==> config.mk <==
export PLATFORM = sky130hd
export DESIGN_NAME = ldm_stm_sequencer
export DESIGN_NICKNAME = d
export VERILOG_FILES = /design/src/rtl/ldm_stm_sequencer_pkg.sv /design/src/rtl/ldm_stm_sequencer_lsb_encoder16.sv /design/src/rtl/ldm_stm_sequencer.sv
export SDC_FILE = /design/constraint.sdc
export NUM_CORES = 1
export LEC_CHECK = 0
export ABC_AREA = 1
export BUFFER_PORTS_ARGS = -buffer_cell sky130_fd_sc_hd__buf_2
export CELL_PAD_IN_SITES_DETAIL_PLACEMENT = 0
export CELL_PAD_IN_SITES_GLOBAL_PLACEMENT = 1
export CORE_MARGIN = 10
export CORE_UTILIZATION = 44
export CTS_CLUSTER_SIZE = 20
export DETAILED_ROUTE_END_ITERATION = 10
export PLACE_DENSITY_LB_ADDON = 0.1
export SYNTH_ARGS = -nofsm -noshare
export SYNTH_HDL_FRONTEND = slang
export SYNTH_SLANG_ARGS = --single-unit
==> constraint.sdc <==
create_clock -name clk -period 15.75 [get_ports clk]
set_input_delay 1.575 -clock clk [delete_from_list [all_inputs] [get_ports clk]]
set_output_delay 1.575 -clock clk [all_outputs]
set_load 0.02 [all_outputs]
==> src/rtl/ldm_stm_sequencer_pkg.sv <==
// Shared types and constants for the LDM/STM block-transfer sequencer.
package ldm_stm_sequencer_pkg;

   localparam int unsigned REG_IDX_W  = 4;
   localparam int unsigned WORD_BYTES = 4;

   // Encoding is {p_bit, u_bit}
   typedef enum logic [1:0] {
      DA = 2'b00,
      IA = 2'b01,
      DB = 2'b10,
      IB = 2'b11
   } addr_mode_e;

   typedef enum logic {
      IDLE = 1'b0,
      XFER = 1'b1
   } state_e;

endpackage : ldm_stm_sequencer_pkg

==> src/rtl/ldm_stm_sequencer_lsb_encoder16.sv <==
// Lowest-set-bit finder for a 16-bit register mask: index, one-hot of that bit, single-bit flag.
module lsb_encoder16
   import ldm_stm_sequencer_pkg::*;
(
   input  logic [15:0]          mask,
   output logic [REG_IDX_W-1:0] idx,
   output logic [15:0]          clr_onehot,
   output logic                 single
);

   always_comb begin
      idx = '0;
      // Scan high to low so the last hit is the lowest set bit
      for (int i = 15; i >= 0; i--) begin
         if (mask[i]) idx = REG_IDX_W'(i);
      end
      clr_onehot = mask & (~mask + 16'd1);
      single     = (mask != 16'd0) && ((mask & (mask - 16'd1)) == 16'd0);
   end

endmodule : lsb_encoder16

==> src/rtl/ldm_stm_sequencer.sv <==
// LDM/STM micro-op sequencer: expands a register list into one ascending-address
// transfer per cycle and produces the base-register writeback.
module ldm_stm_sequencer
   import ldm_stm_sequencer_pkg::*;
#(
   parameter int unsigned ADDR_W = 32,
   parameter int unsigned NREGS  = 16
) (
   input  logic                 clk,
   input  logic                 reset,
   input  logic                 start,
   input  logic                 stall,
   input  logic [NREGS-1:0]     reglist,
   input  logic [ADDR_W-1:0]    base,
   input  logic [REG_IDX_W-1:0] base_reg,
   input  logic                 is_load,
   input  logic                 p_bit,
   input  logic                 u_bit,
   input  logic                 w_bit,
   output logic                 busy,
   output logic                 uop_valid,
   output logic [REG_IDX_W-1:0] uop_reg,
   output logic [ADDR_W-1:0]    uop_addr,
   output logic                 uop_load,
   output logic                 uop_last,
   output logic                 wb_valid,
   output logic [ADDR_W-1:0]    wb_value,
   output logic                 pc_loaded
);

   localparam int unsigned CNT_W = $clog2(NREGS + 1);
   localparam logic [ADDR_W-1:0] WORD_STEP = ADDR_W'(WORD_BYTES);

   state_e               state, state_nx;
   logic [NREGS-1:0]     mask_q;
   logic [ADDR_W-1:0]    addr_q, wb_value_q;
   logic                 load_q, wb_en_q, r15_q;

   logic [CNT_W-1:0]     n_c;
   logic [ADDR_W-1:0]    n_bytes_c, start_addr_c, wb_calc_c;
   addr_mode_e           mode_c;
   logic                 accept_c;

   logic [REG_IDX_W-1:0] lsb_idx;
   logic [NREGS-1:0]     lsb_clr;
   logic                 lsb_single;

   lsb_encoder16 u_lsb (
      .mask       (mask_q),
      .idx        (lsb_idx),
      .clr_onehot (lsb_clr),
      .single     (lsb_single)
   );

   assign accept_c = (state == IDLE) && start && !stall && (reglist != '0);

   // Popcount and accept-time address arithmetic (modulo 2^ADDR_W)
   always_comb begin
      n_c = '0;
      for (int i = 0; i < NREGS; i++) n_c = n_c + CNT_W'(reglist[i]);
      n_bytes_c = ADDR_W'(n_c) * WORD_STEP;
      mode_c    = addr_mode_e'({p_bit, u_bit});
      case (mode_c)
         IA:      start_addr_c = base;
         IB:      start_addr_c = base + WORD_STEP;
         DA:      start_addr_c = base - n_bytes_c + WORD_STEP;
         DB:      start_addr_c = base - n_bytes_c;
         default: start_addr_c = base;
      endcase
      wb_calc_c = u_bit ? (base + n_bytes_c) : (base - n_bytes_c);
   end

   always_ff @(posedge clk) begin
      if (reset) state <= IDLE;
      else       state <= state_nx;
   end

   always_comb begin
      state_nx = state;
      case (state)
         IDLE:    if (accept_c) state_nx = XFER;
         XFER:    if (!stall && lsb_single) state_nx = IDLE;
         default: state_nx = IDLE;
      endcase
   end

   // Latched transfer context; the base-register-in-list load case suppresses writeback
   always_ff @(posedge clk) begin
      if (reset) begin
         mask_q     <= '0;
         addr_q     <= '0;
         wb_value_q <= '0;
         load_q     <= 1'b0;
         wb_en_q    <= 1'b0;
         r15_q      <= 1'b0;
      end else if (!stall) begin
         if (accept_c) begin
            mask_q     <= reglist;
            addr_q     <= start_addr_c;
            wb_value_q <= wb_calc_c;
            load_q     <= is_load;
            wb_en_q    <= w_bit && !(is_load && reglist[base_reg]);
            r15_q      <= reglist[NREGS-1];
         end else if (state == XFER) begin
            mask_q <= mask_q & ~lsb_clr;
            addr_q <= addr_q + WORD_STEP;
         end
      end
   end

   always_comb begin
      busy      = 1'b0;
      uop_valid = 1'b0;
      uop_reg   = '0;
      uop_addr  = '0;
      uop_load  = 1'b0;
      uop_last  = 1'b0;
      wb_valid  = 1'b0;
      wb_value  = '0;
      pc_loaded = 1'b0;
      case (state)
         IDLE: busy = start && (reglist != '0) && !reset;
         XFER: begin
            busy      = 1'b1;
            uop_valid = 1'b1;
            uop_reg   = lsb_idx;
            uop_addr  = addr_q;
            uop_load  = load_q;
            uop_last  = lsb_single;
            wb_valid  = lsb_single && wb_en_q;
            wb_value  = wb_value_q;
            pc_loaded = lsb_single && load_q && r15_q;
         end
         default: ;
      endcase
   end

endmodule : ldm_stm_sequencer

==> out/results.tsv, run 1 <==
metric	value	unit
XOR/XNOR Fraction of Synth Area	3.65	%
Final Hold Vio Count	0	
largest family of logic cells by synthesized area	simple AND/OR/NAND/NOR gates	
Seq/Total Area, Yosys	17.5	%
wire per inst	18.7	um
commonest cells in the netlist	nand2_1 (452), inv_1 (236), nand3_1 (139)	
IO buf count	133	
hold buffer count at cts	0	
post-synthesis mux area share	0	%
# Post-CTS Setup Buffers	0	
PostCTS Resize Cnt	0	
post-synth cell types	52	
Mapped Cells	1680	
# IOs	134	
Initial DRT Pass Iterations	6	
worst-margin pin slew	1020	ps
Setup CP Type	in2reg	
Lkg Pwr	0.00544	uW
post-synthesis simple-gate area fraction	40.8	%
hold crit path type	reg2reg	
die height	168	um
Pwr per Cell Area	94.9	nW/um2
CTS H-Tree Depth	3	
syn_nets	1774	
Post-Syn Area per Cell	5.71	um2
arrival time at the worst endpoint	7260	ps
Slew Limit Fails	0	
clock latency on the worst-skew pair	350	ps
area grow syn2layout	10.9	%
CTS tree	done	
vias in the first global route	10700	
# diodes	0	
largest net degree at the start of global routing	77	
DPL Wire Length	29700	um
Rows	53	
placed inst area	10300	um2
Critical Path Fanout Max	7	
Total Die Area	28100	um2
most common cell in the synthesized netlist	nand2_1	
status	completed	
Rel. slew slack	32.3	%
vias per cell	5.55	
Max VDD drop	0.0766	mV
CTS Buffer Depth	2	
Fin Setup TNS	0	ps
Global Route Usage Sum	26.3	%
Routed Antenna Nets	0	
Yosys warning total	0	
maxcap violations	0	
most area-hungry cell type in the Yosys netlist	nand2_1	
nets	1848	
first-pass GRT wire length	60300	um
final setup violating endpoints	0	
CP endpoint kind	flop	
layout cell share with drive strength beyond 1	13.6	%
WL final	38100	um
EDFF count, synth	0	
Clock Sinks	84	
Tcrit/Tclk final	44.8	%
Finished Cell Area	10600	um2
DRC	0	
share of the synthesized area in the top cell type	17.7	%
TritonCTS Buffers	9	
Post-Synth Adder-Cell Area	5.37	%
ys async rst share	0	%
crit path time final	7060	ps
Starting Density	45.2	%
Initial DRC Count	1225	
Syn Std Cell Area	9600	um2
Max Fclk	142	MHz
Fin Clk Skew	8.19	ps
Clk Tree Root Cell	clkbuf_16	
Synth Register Bits	84	
Clock transition at path regs	60	ps
largest cells by area after synthesis	nand2_1 (18%), dfxtp_1 (18%), inv_1 (9.2%)	
RSZ-0062 raised after global routing	false	
top_reg_cell synth	dfxtp_1	
Synth Area in Compound Gates	19.4	%
initial antenna violation count	0	
core area	21200	um2
Worst Path Required	15960	ps
gr ovfl total	0	
via count	11300	
GPL Wtd Cong	0.965	
crit path launch type	input port	
Die W	168	um
-- metrics by stage --
step                      util, %  power, uW  cells  hold WS, ps  worst slack [ps]
after floorplan                 -        652   1680          445              9210
after global placement       48.7        776   2018          453              8460
after detailed placement     48.7        777   2018          459              8470
after CTS                    50.2       1010   2034          470              8790
after global routing         50.2       1090   2034          490              8380
final                        50.2       1010   2034          466              8690
-- flip-flops by register name (all words and copies together), names as in the netlist --
| register | count |
|---|---|
| load_q | 1 |
| wb_en_q | 1 |
| mask_q | 16 |
| state | 1 |
| addr_q | 32 |
| r15_q | 1 |
| wb_value_q | 32 |
-- worst max-delay path, stage by stage --
cell and delay [ps]:
buf_2 110, inv_1 70, fa_1 570, fa_1 460, fa_1 480, fa_1 500, inv_1 50, ha_1 220
fa_1 420, xor2_1 200, ha_1 460, inv_4 90, nor3_1 180, a21oi_1 190, nor2_1 210, nand2_1 130
nor2_1 280, nand2_1 140, nor2_1 250, nor2_1 60, o21ai_0 470, a31oi_1 140
-- layout make-up --
cell class              count  area [um2]
flip-flops and latches     84        1680
clock buffers              11         243
repair buffers            142         733
inverters                 246         926
clock inverters             5        60.1
multi-input cells        1271        6650
well taps                 275         344
fillers                  2349       10600
-- placed cells by master (no fill, tap or decap), types with 5 or more instances in the layout --
| cell | count |
|---|---|
| nand2_2 | 19 |
| o211ai_1 | 40 |
| nor4_1 | 7 |
| o21ai_0 | 112 |
| nand3_2 | 6 |
| fa_1 | 12 |
| and2_1 | 10 |
| inv_2 | 5 |
| a21oi_1 | 125 |
| ha_1 | 22 |
| nor3_1 | 27 |
| nand4_1 | 28 |
| nor2_4 | 10 |
| nand2_1 | 451 |
| a21oi_2 | 8 |
| inv_1 | 236 |
| clkbuf_16 | 9 |
| nor2_2 | 15 |
| xnor2_1 | 6 |
| a31oi_1 | 19 |
| dfxtp_1 | 83 |
| nor2_1 | 136 |
| nand3_1 | 139 |
| buf_4 | 9 |
| buf_2 | 133 |
| o21ai_1 | 5 |
| or2_2 | 5 |
| xor2_1 | 34 |
-- worst paths after layout --
path | slack (ps) | endpoint | startpoint | depth (start not counted)
worst max-delay path | 8690 | wb_value_q[17] | reglist[5] | 22
worst min register to register | 470 | r15_q | r15_q | 2
worst min-delay path | 470 | r15_q | r15_q | 2
worst max register to register | 12300 | addr_q[29] | state | 8
-- power by group --
group,total [uW],switching [uW],internal [uW]
clock,227,98.7,128
combinational,537,370,167
sequential,246,16.6,230
-- cells by family (layout without fill, tap and decap cells) --
group | after synthesis | after routing
DFF | 84 | 84
adders and majority gates | 34 | 34
and+or+nand+nor | 868 | 868
xor gates and xnor gates | 40 | 40
AOI/OAI and AO/OA | 329 | 329
buffers and inverters | 325 | 404
-- layer usage --
metal	routed length (um)	global-route usage (%)	up-vias
li1	-	-	5615
met1	18300	38.3	5157
met2	15900	38.7	481
met3	3160	4.45	44
met4	798	6.93	0
met5	0	0	-
(Power assumes the default switching activity.)
==> inputs of run 2 (changes only) <==
Settings changed: CORE_UTILIZATION 44 to 37.
Clock period 15.75 ns to 5.87 ns, I/O delays scaled along.
==> out/results.tsv, run 2 (synthesis gave the netlist of run 1 again) <==
metric	value	unit	change
Lkg Pwr	0.00625	uW	+15%
maxcap violations	0		unchanged
Starting Density	37.9	%	-7.3 points
vias in the first global route	11000		+2.8%
Rel. slew slack	36.6	%	+4.3 points
Max VDD drop	0.283	mV	+270%
area grow syn2layout	28.3	%	
CTS Buffer Depth	2		unchanged
layout cell share with drive strength beyond 1	24.4	%	+11 points
wire per inst	18.7	um	-0.15%
Clock transition at path regs	70	ps	about the same
critical path's largest stage delay	610	ps	+40 ps
clock latency on the worst-skew pair	360	ps	about the same
Pwr per Cell Area	273	nW/um2	+190%
Finished Core Util	48.6	%	-1.5 points
Total Die Area	32800	um2	+17%
Rows	58		+9.4%
gr ovfl total	0		unchanged
CP endpoint kind	flop		
# IOs	134		unchanged
CTS H-Tree Depth	3		unchanged
most frequent cell on the critical path	nand2_1		
Tcrit/Tclk final	97.1	%	
CTS tree	done		
die height	181	um	+8.0%
final setup violating endpoints	0		unchanged
crit path time final	5700	ps	
RSZ-0062 raised after global routing	true		
Initial DRT Pass Iterations	5		-1
initial antenna violation count	0		unchanged
Worst R2R Path Depth	12		+4
Global Route Usage Sum	24.5	%	-1.8 points
TritonCTS Buffers	9		unchanged
Die W	181	um	+8.0%
Clk Tree Root Cell	clkbuf_16		
largest net degree at the start of global routing	70		-9.1%
DRC	0		unchanged
via count	11900		+5.0%
Max Fclk	175	MHz	
hold crit path type	reg2reg		
Finished Cell Area	12300	um2	+16%
Final Hold Vio Count	0		unchanged
WL final	42200	um	+11%
placed inst area	11600	um2	+12%
DPL Wire Length	32800	um	+10%
Fin Clk Skew	8.53	ps	+0.334 ps
Fin Setup TNS	0	ps	unchanged
arrival time at the worst endpoint	5990	ps	-1270 ps
most frequent cells in the layout	nand2_1 (436), inv_1 (223), buf_4 (173)		
Slew Limit Fails	0		unchanged
core area	25300	um2	+19%
Setup CP Type	in2reg		
IO buf count	133		unchanged
vias per cell	5.26		-5.3%
biggest regs	addr_q x32, wb_value_q x32, mask_q x16		
WHS Path Cells	2		unchanged
# diodes	0		unchanged
Crit-path slowest cell	fa_2		
fillcell total	2767		+18%
most common cell after layout, fill and taps aside	nand2_1		
Clock Sinks	84		unchanged
Routed Antenna Nets	0		unchanged
Initial DRC Count	1108		-9.6%
GPL Wtd Cong	0.948		-1.8%
Critical Path Fanout Max	6		-1
worst-margin pin slew	949	ps	-66.3 ps
status	completed		
total power	3360	uW	+230%
crit path launch type	input port		
Worst Path Required	6160	ps	-9800 ps
nets	2016		+9.1%
first-pass GRT wire length	64100	um	+6.3%
hold slack	467	ps	+1.44 ps
-- run 2: cell types whose count changed in the layout (fill, tap and decap cells not counted), moves of 7 or more --
| cell | change |
|---|---|
| nand2_2 | +13 |
| buf_4 | +164 |
| inv_2 | +10 |
| nand2_1 | -15 |
| nor2_1 | -14 |
| nor2_2 | +8 |
| nand3_1 | -10 |
| nor2_4 | +7 |
| inv_1 | -13 |
-- run 2: worst max-delay path, delay by kind of cell --
family | cells | cell delay [ps]
buffers and inverters | 5 | 280
AND/OR/NAND/NOR | 13 | 1420
adder cells (fa/ha/maj) | 8 | 3450
AO/OA/AOI/OAI | 2 | 240
-- run 2: per-stage QoR --
| step | setup slack [ps] | instances |
|---|---|---|
| 2_1_floorplan | 321 | 1680 |
| 3_3_place_gp | -316 | 2228 |
| 3_5_place_dp | -344 | 2228 |
| 4_1_cts | 24.9 | 2243 |
| 5_1_grt | -129 | 2256 |
| 6_report | 171 | 2256 |
-- run 2: cell type report --
class / count / area, um2 / area share, %
inverters: 246 / 933 / 7.58
flip-flops and latches: 84 / 1680 / 13.7
clock inverters: 4 / 32.5 / 0.264
repair buffers: 308 / 2050 / 16.6
clock buffers: 11 / 243 / 1.97
multi-input cells: 1273 / 6960 / 56.5
well taps: 330 / 413 / 3.35
-- run 2: worst paths after layout --
kind | end | slack [ps] | from
max | addr_q[26] | 170 | reglist[9]
min | wb_value_q[0] | 470 | wb_value_q[0]
max reg2reg | addr_q[29] | 3150 | addr_q[2]
min reg2reg | wb_value_q[0] | 470 | wb_value_q[0]
-- run 2: per-layer routing --
metal / up-vias / GRT usage [%] / wire, um
li1: 5943 / - / -
met3: 43 / 3.94 / 3050
met2: 452 / 35.2 / 17400
met4: 0 / 6.41 / 972
met5: - / 0 / 0
met1: 5423 / 36.5 / 20800
-- run 2: report_power, final --
group / switching, uW / internal [uW]
combinational: 1240 / 895
sequential: 44.9 / 616
clock: 266 / 300
total: 1550 / 1810
-- run 2: timing repair --
| action | CTS | global route |
|---|---|---|
| setup buffers | 0 | 11 |
| gates resized for setup | 0 | 93 |
| setup endpoints to repair | 0 | 32 |
| endpoints found under the hold margin | 0 | 0 |
| hold buffers | 0 | 0 |
==> inputs of run 3 (changes only) <==
--- a/config.mk
+++ b/config.mk
@@ -11,4 +11,4 @@
 export CELL_PAD_IN_SITES_GLOBAL_PLACEMENT = 1
-export CORE_MARGIN = 10
-export CORE_UTILIZATION = 37
+export CORE_MARGIN = 4
+export CORE_UTILIZATION = 40
 export CTS_CLUSTER_SIZE = 20
==> constraint.sdc (replaced) <==
create_clock -name clk -period 6.05 [get_ports clk]
set_input_delay 1.5125 -clock clk [delete_from_list [all_inputs] [get_ports clk]]
set_output_delay 1.5125 -clock clk [all_outputs]
set_load 0.02 [all_outputs]
==> out/results.tsv, run 3 (synthesis gave the netlist of run 1 again) <==
metric	value	unit	change
clock latency on the worst-skew pair	360	ps	about the same
crit path time final	6540	ps	
maxcap violations	0		unchanged
Fin Clk Skew	14.8	ps	+6.30 ps
hold buffer count at cts	0		unchanged
Initial DRC Count	1197		+8.0%
Max VDD drop	0.359	mV	+27%
via count	12500		+5.4%
worst-margin pin slew	1070	ps	+123 ps
IO buf count	133		unchanged
Starting Density	40.8	%	+2.9 points
initial antenna violation count	0		unchanged
total power	4000	uW	+19%
vias per cell	5.39		+2.5%
DRC	0		unchanged
layout cell share with drive strength beyond 1	33.7	%	+9.3 points
Max Fclk	153	MHz	
met1 GRT Util	46.9	%	+10 points
largest net degree at the start of global routing	77		+10%
core area	23500	um2	-7.0%
hold crit path type	reg2reg		
Rel. slew slack	28.5	%	-8.1 points
met2 usage	47.6	%	+12 points
Final Hold Vio Count	0		unchanged
Lkg Pwr	0.00687	uW	+9.9%
Clock transition at path regs	70	ps	about the same
most common cell after layout, fill and taps aside	nand2_1		
Clock Sinks	84		unchanged
biggest regs	addr_q x32, wb_value_q x32, mask_q x16		
TritonCTS Buffers	9		unchanged
CTS tree	done		
hold path endpoint	wb_value_q[1]		
# diodes	0		unchanged
RSZ-0062 raised after global routing	true		
GPL Wtd Cong	0.958		+0.98%
area grow syn2layout	44.3	%	
Clk Tree Root Cell	clkbuf_16		
Critical Path Fanout Max	6		unchanged
Crit-path slowest cell	fa_2		
setup slack after layout	-487	ps	-657 ps
Worst R2R Setup Slack	3290	ps	+140 ps
critical path's largest stage delay	590	ps	-20 ps
CP endpoint kind	flop		
Rows	56		-3.4%
Tcrit/Tclk final	108	%	
arrival time at the worst endpoint	6840	ps	+850 ps
wire per inst	18.4	um	-1.8%
Most Crowded Layer GR	met2		
Finished Core Util	58.8	%	+10 points
crit path launch type	input port		
Worst Path Required	6350	ps	+190 ps
status	finished, violations left		
CTS Buffer Depth	2		unchanged
failing checks	setup timing		
vias in the first global route	11700		+6.4%
first-pass GRT wire length	65700	um	+2.4%
Global Route Usage Sum	31.4	%	+6.9 points
DPL Wire Length	31600	um	-3.6%
Total Die Area	26500	um2	-19%
most frequent cells in the layout	nand2_1 (387), inv_1 (217), buf_4 (211)		
Hold Startpoint	wb_value_q[1]		
Worst R2R Path Depth	14		+2
final setup violating endpoints	42		+42
nets	2091		+3.7%
CTS H-Tree Depth	3		unchanged
Initial DRT Pass Iterations	6		+1
Post-Place Worst Slack	-973	ps	-629 ps
Routed Antenna Nets	0		unchanged
most frequent cell on the critical path	nand2_1		
gr ovfl total	0		unchanged
WHS Path Cells	2		unchanged
Setup CP Type	in2reg		
# IOs	134		unchanged
die height	163	um	-10%
Critical R2R Launch	addr_q[2]		
Slew Limit Fails	0		unchanged
WL final	42600	um	+1.0%
Die W	163	um	-10%
M3 GR Usage	3.95	%	+0.012 points
Pwr per Cell Area	289	nW/um2	+6.1%
worst r2r dst	addr_q[26]		
[run 3: cell count changes in the layout (fill, tap and decap cells not counted), sizes merged]
cell	change
buf	+75
bufinv	+3
clkbuf	-2
inv	+3
clkinv	-1
clkinvlp	-2
[run 3: timing repair]
action                     in CTS  in global routing
setup endpoints to repair      44                 53
resized for setup             133                171
pin swaps                      72                 87
gates cloned                    2                  0
hold endpoints to repair        0                  0
buffers inserted               44                 31
[run 3: worst max path at each step]
| stage | from | endpoint | cells past startpoint |
|---|---|---|---|
| finish | reglist[3] | addr_q[30] | 30 |
| global route | reglist[3] | addr_q[30] | 31 |
| CTS | reglist[0] | addr_q[26] | 28 |
| detailed placement | reglist[15] | wb_value_q[22] | 25 |
| global placement | reglist[15] | addr_q[23] | 27 |
| floorplan | reglist[15] | addr_q[26] | 27 |
[run 3: metrics by stage]
step	std cells	area, um2	TNS [ps]	hold WS, ps
2_1_floorplan	1680	9690	-5230	445
3_3_place_gp	2245	11900	-31650	451
3_5_place_dp	2245	11900	-34220	455
4_1_cts	2305	13000	-7710	466
5_1_grt	2321	13800	-19360	482
6_report	2321	13800	-11580	466
[run 3: final cells by class]
| type | count | area, um2 |
|---|---|---|
| clock buffer | 9 | 225 |
| clock inverter | 7 | 128 |
| fill | 2388 | 9700 |
| inverter | 246 | 943 |
| multi-input combinational | 1273 | 7720 |
| sequential | 84 | 1680 |
| tap | 319 | 399 |
| timing repair buffer | 383 | 2740 |
[run 3: where the power goes]
| part | internal (uW) | switching (uW) | leakage (uW) |
|---|---|---|---|
| registers | 597 | 48.7 | 0.000691 |
| logic | 1200 | 1470 | 0.00600 |
| clock network | 412 | 276 | 0.000173 |
| total | 2210 | 1790 | 0.00687 |
[run 3: worst max-delay path, delay by kind of cell]
family                     cells  cell delay, ps
and+or+nand+nor               15            1600
AOI/OAI and AO/OA              1             120
adders and majority gates      7            2970
buffers and inverters          7             590
[run 3: metal layers]
layer | share of wire, % | up-vias
li1 | - | 6096
met4 | 2.9 | 0
met5 | 0 | -
met1 | 48 | 5846
met3 | 6.6 | 65
met2 | 43 | 500
